<file path="config.mk">
export PLATFORM = sky130hd
export DESIGN_NAME = fetch_buffer
export DESIGN_NICKNAME = d
export VERILOG_FILES = /design/src/rtl/fetch_buffer.sv
export SDC_FILE = /design/constraint.sdc
export NUM_CORES = 1
export LEC_CHECK = 0
export CAP_MARGIN = 25
export CORE_ASPECT_RATIO = 0.75
export CORE_UTILIZATION = 60
export CTS_BUF_LIST = sky130_fd_sc_hd__clkbuf_4 sky130_fd_sc_hd__clkbuf_8 sky130_fd_sc_hd__clkbuf_16
export DETAILED_ROUTE_END_ITERATION = 16
export PLACE_DENSITY_LB_ADDON = 0.2
export SYNTH_ARGS = -nofsm -noshare
export SYNTH_HDL_FRONTEND = slang
export SYNTH_SLANG_ARGS = --single-unit
</file>
<file path="constraint.sdc">
create_clock -name clk -period 34.1 [get_ports clk]
set_input_delay 6.82 -clock clk [delete_from_list [all_inputs] [get_ports clk]]
set_output_delay 6.82 -clock clk [all_outputs]
set_load 0.005 [all_outputs]
</file>
<file path="src/rtl/fetch_buffer.sv">
// fetch_buffer: circular FWFT queue of fetch packets between the fetch stage and the decode register
module fetch_buffer #(
    parameter int          DEPTH = 8,
    parameter logic [31:0] NOP   = 32'h03400000
) (
    input  logic        clk,
    input  logic        rstn,
    input  logic        fb_flush,
    input  logic        if_readygo,
    output logic        fb_allowin,
    input  logic [31:0] if_inst0,
    input  logic [31:0] if_inst1,
    input  logic [31:0] if_pc,
    input  logic [31:0] if_pc_next,
    input  logic [31:0] if_badv,
    input  logic [6:0]  if_exception,
    input  logic [1:0]  if_excp_flag,
    output logic        fifo_readygo,
    input  logic        fifo_allowin,
    output logic [31:0] fifo_inst0,
    output logic [31:0] fifo_inst1,
    output logic [31:0] fifo_pc,
    output logic [31:0] fifo_pc_next,
    output logic [31:0] fifo_pcAdd,
    output logic [31:0] fifo_badv,
    output logic [6:0]  fifo_exception,
    output logic [1:0]  fifo_excp_flag,
    output logic        fetch_buf_empty,
    output logic        fetch_buf_full
);
    localparam int AW = $clog2(DEPTH);
    localparam logic [31:0] RESET_PC = 32'h1c000000;

    typedef struct packed {
        logic [31:0] inst0;
        logic [31:0] inst1;
        logic [31:0] pc;
        logic [31:0] pc_next;
        logic [31:0] badv;
        logic [6:0]  exception;
        logic [1:0]  excp_flag;
    } entry_t;

    entry_t        mem [DEPTH];
    entry_t        h;
    logic [AW-1:0] head, tail;
    logic [AW:0]   count;
    logic          push, pop;

    assign fetch_buf_empty = count == '0;
    assign fetch_buf_full  = count == (AW+1)'(DEPTH);
    assign fb_allowin      = !fetch_buf_full;
    assign fifo_readygo    = !fetch_buf_empty;
    assign push            = if_readygo && fb_allowin;
    assign pop             = fifo_readygo && fifo_allowin;

    // pointers wrap for free since DEPTH is a power of two
    always_ff @(posedge clk or negedge rstn) begin
        if (!rstn) begin
            head  <= '0;
            tail  <= '0;
            count <= '0;
        end else if (fb_flush) begin
            head  <= '0;
            tail  <= '0;
            count <= '0;
        end else begin
            if (push) tail <= tail + 1'b1;
            if (pop) head <= head + 1'b1;
            count <= count + {{AW{1'b0}}, push} - {{AW{1'b0}}, pop};
        end
    end

    always_ff @(posedge clk) begin
        if (push && !fb_flush)
            mem[tail] <= '{if_inst0, if_inst1, if_pc, if_pc_next, if_badv, if_exception, if_excp_flag};
    end

    assign h = mem[head];

    always_comb begin
        fifo_inst0     = fetch_buf_empty ? NOP : h.inst0;
        fifo_inst1     = fetch_buf_empty ? NOP : h.inst1;
        fifo_pc        = fetch_buf_empty ? RESET_PC : h.pc;
        fifo_pc_next   = fetch_buf_empty ? RESET_PC + 32'd8 : h.pc_next;
        fifo_badv      = fetch_buf_empty ? RESET_PC : h.badv;
        fifo_exception = fetch_buf_empty ? 7'd0 : h.exception;
        fifo_excp_flag = fetch_buf_empty ? 2'd0 : h.excp_flag;
        fifo_pcAdd     = fifo_pc + 32'd4;
    end
endmodule
</file>
# Yosys cells after proc, flatten, opt, wreduce, memory -nomap -nowiden
# Memories as Yosys holds them, arrays and structs flattened.
# Cells that the tools add are included.
word_totals:
  word_cells: 33
  latch_bits: 0
  in_bits: 174
  register_bits: 10
  memories: 1
  mem_bits_ro: 0
  ramBits: 1352
classes:
  n_addsub: 5
  div: 0
  shift: 0
  n_reduce_logical: 9
  n_mux: 14
  bitwise: 0
  n_eq_ne: 1
  magnitude_cmp: 0
  n_mul: 0
mem_list:
  columns: ["name", "words", "width", "read_ports", "rd_ports_with_merged_regs", "write_ports", "line_no", "rtl"]
  rows:
  - ["mem", 8, 169, 1, 0, 1, "44", "entry_t mem [DEPTH];"]
op_table:
  columns: ["operator", "n"]
  rows:
  - ["$mux W32", 5]
  - ["$add A32 B3 Y32 const B", 1]
  - ["$mux W3", 4]
  - ["$mux W7", 1]
  - ["$add A3 B1 Y3 const B", 2]
  - ["$add A4 B1 Y4", 1]
  - ["$eq A4 B4 Y1 const B", 1]
  - ["$logic_not A4 Y1", 1]
  - ["$mux W4", 1]
  - ["$reduce_bool A2 Y1", 2]
  - ["$sub A4 B1 Y4", 1]
  - ["$logic_and A1 B1 Y1", 3]
  - ["$logic_not A1 Y1", 3]
  - ["$mux W1", 2]
  - ["$mux W2", 1]

# Longest topological paths before layout
logic_depth:
  ltp_word: 6
  mapped_depth: 15

# Least setup slack after synthesis
# OpenSTA, ideal clock, no wires.
synth_path:
  path_type: "input to register"
  startpoint: "input port if_readygo"
  endpoint: "memory mem[0][0] in the netlist's numbering, enable pin"
  arrival_time_ps: 18690
  t_required_ps: 33196
  stages: 3
  path_buffers: 0
  setup_slack_ps: 14505
  cell_sequence: "nand2_1 > or3_1 > nor3_1"
synth_via:
  elab_chain_len: 4
synth_rtl:
  columns: ["element", "line_no", "rtl"]
  rows:
  - ["start: declaration", "9", "input logic if_readygo,"]
  - ["$logic_and A1 B1 Y1", "54", "assign push = if_readygo && fb_allowin;"]
  - ["$logic_and A1 B1 Y1", "75", "if (push && !fb_flush)"]
  - ["$mux W1", "75", null]
  - ["$mux W1 (implied by the code)", "76", "mem[tail] <= '{if_inst0, if_inst1, if_pc, if_pc_next, if_badv, if_exception, if_excp_flag};"]
  - ["end: declaration", "44", null]
# No other way between the ends.

# Worst setup path in the final report
layout_path:
  startpoint: "register head[1]"
  endpoint: "output port fifo_pcAdd[19]"
layout_via:
  elab_chain_len: 3
layout_rtl:
  columns: ["element", "line_no", "rtl"]
  rows:
  - ["start: declaration", "46", "logic [AW-1:0] head, tail;"]
  - ["start signal: assignment", "69", "if (pop) head <= head + 1'b1;"]
  - ["$mem_v2 Z8 W169", null, null]
  - ["$mux W32", "84", "fifo_pc = fetch_buf_empty ? RESET_PC : h.pc;"]
  - ["$add A32 B3 Y32", "89", "fifo_pcAdd = fifo_pc + 32'd4;"]
  - ["end: declaration", "24", "output logic [31:0] fifo_pcAdd,"]
# No other way between the ends.

==> results.json <==
{
  "crit_arrival_ns": 6.40,
  "rows": 93,
  "clock_path_buffers": 3,
  "power.internal_mw": 3.32,
  "cts.clk_slew.worst_paths_ns": 0.06,
  "nFillCells": 4998,
  "cts_root_buf": "clkbuf_16",
  "cts_sinks": 1362,
  "dpl.hpwl_mm": 56.8,
  "period_needed_ns": 13.22,
  "rr_startpoint": "count[2]$_DFF_PN0_",
  "slew_headroom": 0.0713,
  "finalSetupTns_ns": 0,
  "required_ns": 27.28,
  "grt_max_degree": 180,
  "drcViolationCount": 0,
  "syn_inst": 2369,
  "yosysSeqAreaShare": 0.779,
  "hold_end": "tail[0]$_DFFE_PN0P_",
  "p_sw_mw": 1.18,
  "clock_power_share": 0.309,
  "final_cell_area_um2": 61800,
  "setup_viol": 0,
  "finalPower_mw": 4.50,
  "grt_pass1_vias": 26200,
  "cts-resized-gates": 0,
  "numCtsBuffers": 131,
  "drv_slew": 0,
  "min-delay-start": "tail[0]$_DFFE_PN0P_",
  "placed_cell_area_um2": 57500,
  "dr.pass1.iters": 5,
  "io-pin-count": 379,
  "ant_nets": 0,
  "peakVddDrop_mv": 0.0589,
  "fin_nets": 2974,
  "whs_path_depth": 2,
  "power_frac_seq": 0.429,
  "wl_per_cell_um": 27.2,
  "synth-seq-cells": 1362,
  "grt_setup_unrepaired": "no",
  "dieHeight_um": 258,
  "critical_path_peak_fanout": 179,
  "yosys_warnings": 0,
  "tightest_slew_ns": 1.39,
  "p_comb_frac": 0.262,
  "status": "finished clean",
  "die_x_um": 343,
  "powerDensity_nw_per_um2": 72.9,
  "dieArea_um2": 88600,
  "fp.coreArea_um2": 86200,
  "hold_viol_final": 0,
  "drt-vias-per-instance": 6.15,
  "syn-num-nets": 2553,
  "regToRegSetupSlack_ns": 29.87,
  "r2r_cells": 8,
  "synth.cell_area_um2": 52500,
  "synth_area_per_cell_um2": 22.1,
  "post_cts_buffers": 0,
  "r2r-end": "mem[4][42]$_DFFE_PP_",
  "overflow": 0,
  "clk-insertion-delay-late_ns": 0.70,
  "vias": 24800,
  "grt_pass1_wl_mm": 165,
  "fin_crit_sh": 0.388,
  "area_delta_synth_final_pct": 17.8,
  "utilization": 0.717,
  "track_usage": 0.254,
  "switching_share": 0.262,
  "drt_wl_total_mm": 110,
  "ys.flop_type": "edfxtp_1",
  "max_freq_mhz": 75.7,
  "drt-initial-drc-count": 2426,
  "start_kind": "flip-flop",
  "synth_edf_count": 1352,
  "cts_hold_buffers": 0,
  "drive_gt1_frac": 0.194,
  "hold_slack_ns": 0.628,
  "numPortBuffers": 378,
  "crit_start": "head[1]$_DFFE_PN0P_",
  "endpoint_kind": "output port",
  "max-cap-violations": 0,
  "min_path_type": "reg -> reg",
  "initial_core_util": 0.608,
  "place.gp.congestion": 0.815,
  "yosysUniqueCellTypes": 42,
  "leakage_nw": 19.1,
  "htreeDepth": 4,
  "fin_skew_ns": 0.0169,
  "cts_tree": "built",
  "crit_type": "reg -> out",
  "antenna_found_initial": 23,
  "async_reset_ff_frac": 0.00734
}
==> Yosys cell counts, drive strengths merged (4+ instances only) <==
| cell type | number | area, um^2 |
|---|---|---|
| edfxtp | 1352 | 40600 |
| mux4 | 305 | 6870 |
| mux2i | 214 | 2140 |
| nor2 | 156 | 586 |
| buf | 77 | 422 |
| clkbuf | 48 | 180 |
| nand2 | 39 | 146 |
| a22oi | 30 | 225 |
| xnor2 | 19 | 166 |
| inv | 16 | 60.1 |
| xor2 | 15 | 131 |
| nand3 | 12 | 65.1 |
| and3 | 10 | 62.6 |
| dfrtp | 10 | 250 |
| a21oi | 9 | 45.0 |
| ha | 9 | 113 |
| nand4 | 8 | 56.3 |
| nand2b | 7 | 43.8 |
| nor3 | 7 | 45.0 |
| nor2b | 4 | 25.0 |
==> area by class of cell <==
cell class                      count  area, um^2  area share
Antenna cell                        9        22.5    0.000365
Clock buffer                      170        3680      0.0596
Clock inverter                     64         467     0.00755
Inverter                           16        65.1     0.00105
Multi-Input combinational cell    866       11000       0.178
Sequential cell                  1362       40900       0.661
Tap cell                         1140        1430      0.0231
Timing Repair Buffer              413        4260      0.0690
==> cells by family (layout without fill, tap and decap cells) <==
kind of cell               after synthesis  count (layout)  synth area share
xor gates and xnor gates                34              34           0.00568
other                                    0               9                 0
muxes                                  519             519             0.172
AOI/OAI and AO/OA                       44              44           0.00596
DFF                                   1362            1362             0.779
adders and majority gates               10              10           0.00253
and+or+nand+nor                        259             259            0.0227
buffers and inverters                  141             663            0.0126
==> flip-flops by register name, indices dropped and copies added (netlist names) <==
signal	flops
count	4
head	3
mem	1352
tail	3
==> metal layers <==
| layer | track usage | up-vias | part of all wire |
|---|---|---|---|
| li1 | - | 10600 | - |
| met1 | 0.343 | 13200 | 0.40 |
| met2 | 0.421 | 830 | 0.51 |
| met3 | 0.0552 | 185 | 0.066 |
| met4 | 0.0772 | 26 | 0.022 |
| met5 | 0 | - | 0.0014 |
==> critical path, stage by stage, from the launching register on <==
cell and delay, ns:
dfrtp_4 1.03, buf_12 0.74, buf_4 0.45, buf_16 0.33, mux2i_1 0.15, a221o_1 0.40, nor4_2 0.31, nand4_2 0.30
nor3_2 0.46, nand4_1 0.17, xnor2_1 0.19, clkdlybuf4s50_1 0.56
==> worst max-delay path by stage <==
stage	cells past startpoint	slack, ns	end
after floorplan	3	14.51	mem[0][0]$_DFFE_PP_
after global placement	10	21.68	fifo_pcAdd[23]
after detailed placement	10	21.46	fifo_pcAdd[23]
after CTS	10	20.66	fifo_pcAdd[23]
after global routing	11	20.65	fifo_pcAdd[19]
final	11	20.88	fifo_pcAdd[19]
==> per-stage QoR <==
step / cells / setup slack, ns
finish: 4040 / 20.88
global route: 4039 / 20.65
CTS: 4028 / 20.66
detailed placement: 3794 / 21.46
global placement: 3793 / 21.68
floorplan: 2369 / 14.51
==> power groups by stage <==
stage	clock (mW)	combinational, mW	sequential (mW)
6_report	1.39	1.18	1.93
5_1_grt	1.48	1.26	1.94
2_1_floorplan	0	0.662	1.97
3_3_place_gp	0	1.17	1.96
3_5_place_dp	0	1.18	1.97
4_1_cts	1.41	1.19	1.93
==> cell usage in the layout (no fill, tap or decap), types with 15 or more instances in the layout <==
master,n
mux4_2,305
xor2_1,15
clkinv_1,35
inv_1,15
a22oi_1,30
edfxtp_1,1352
nand2_1,39
mux2i_1,214
xnor2_1,19
clkdlybuf4s50_1,378
buf_4,20
clkbuf_16,137
clkbuf_4,32
nor2_1,150
Note: power is estimated with default switching activity, not from simulation.
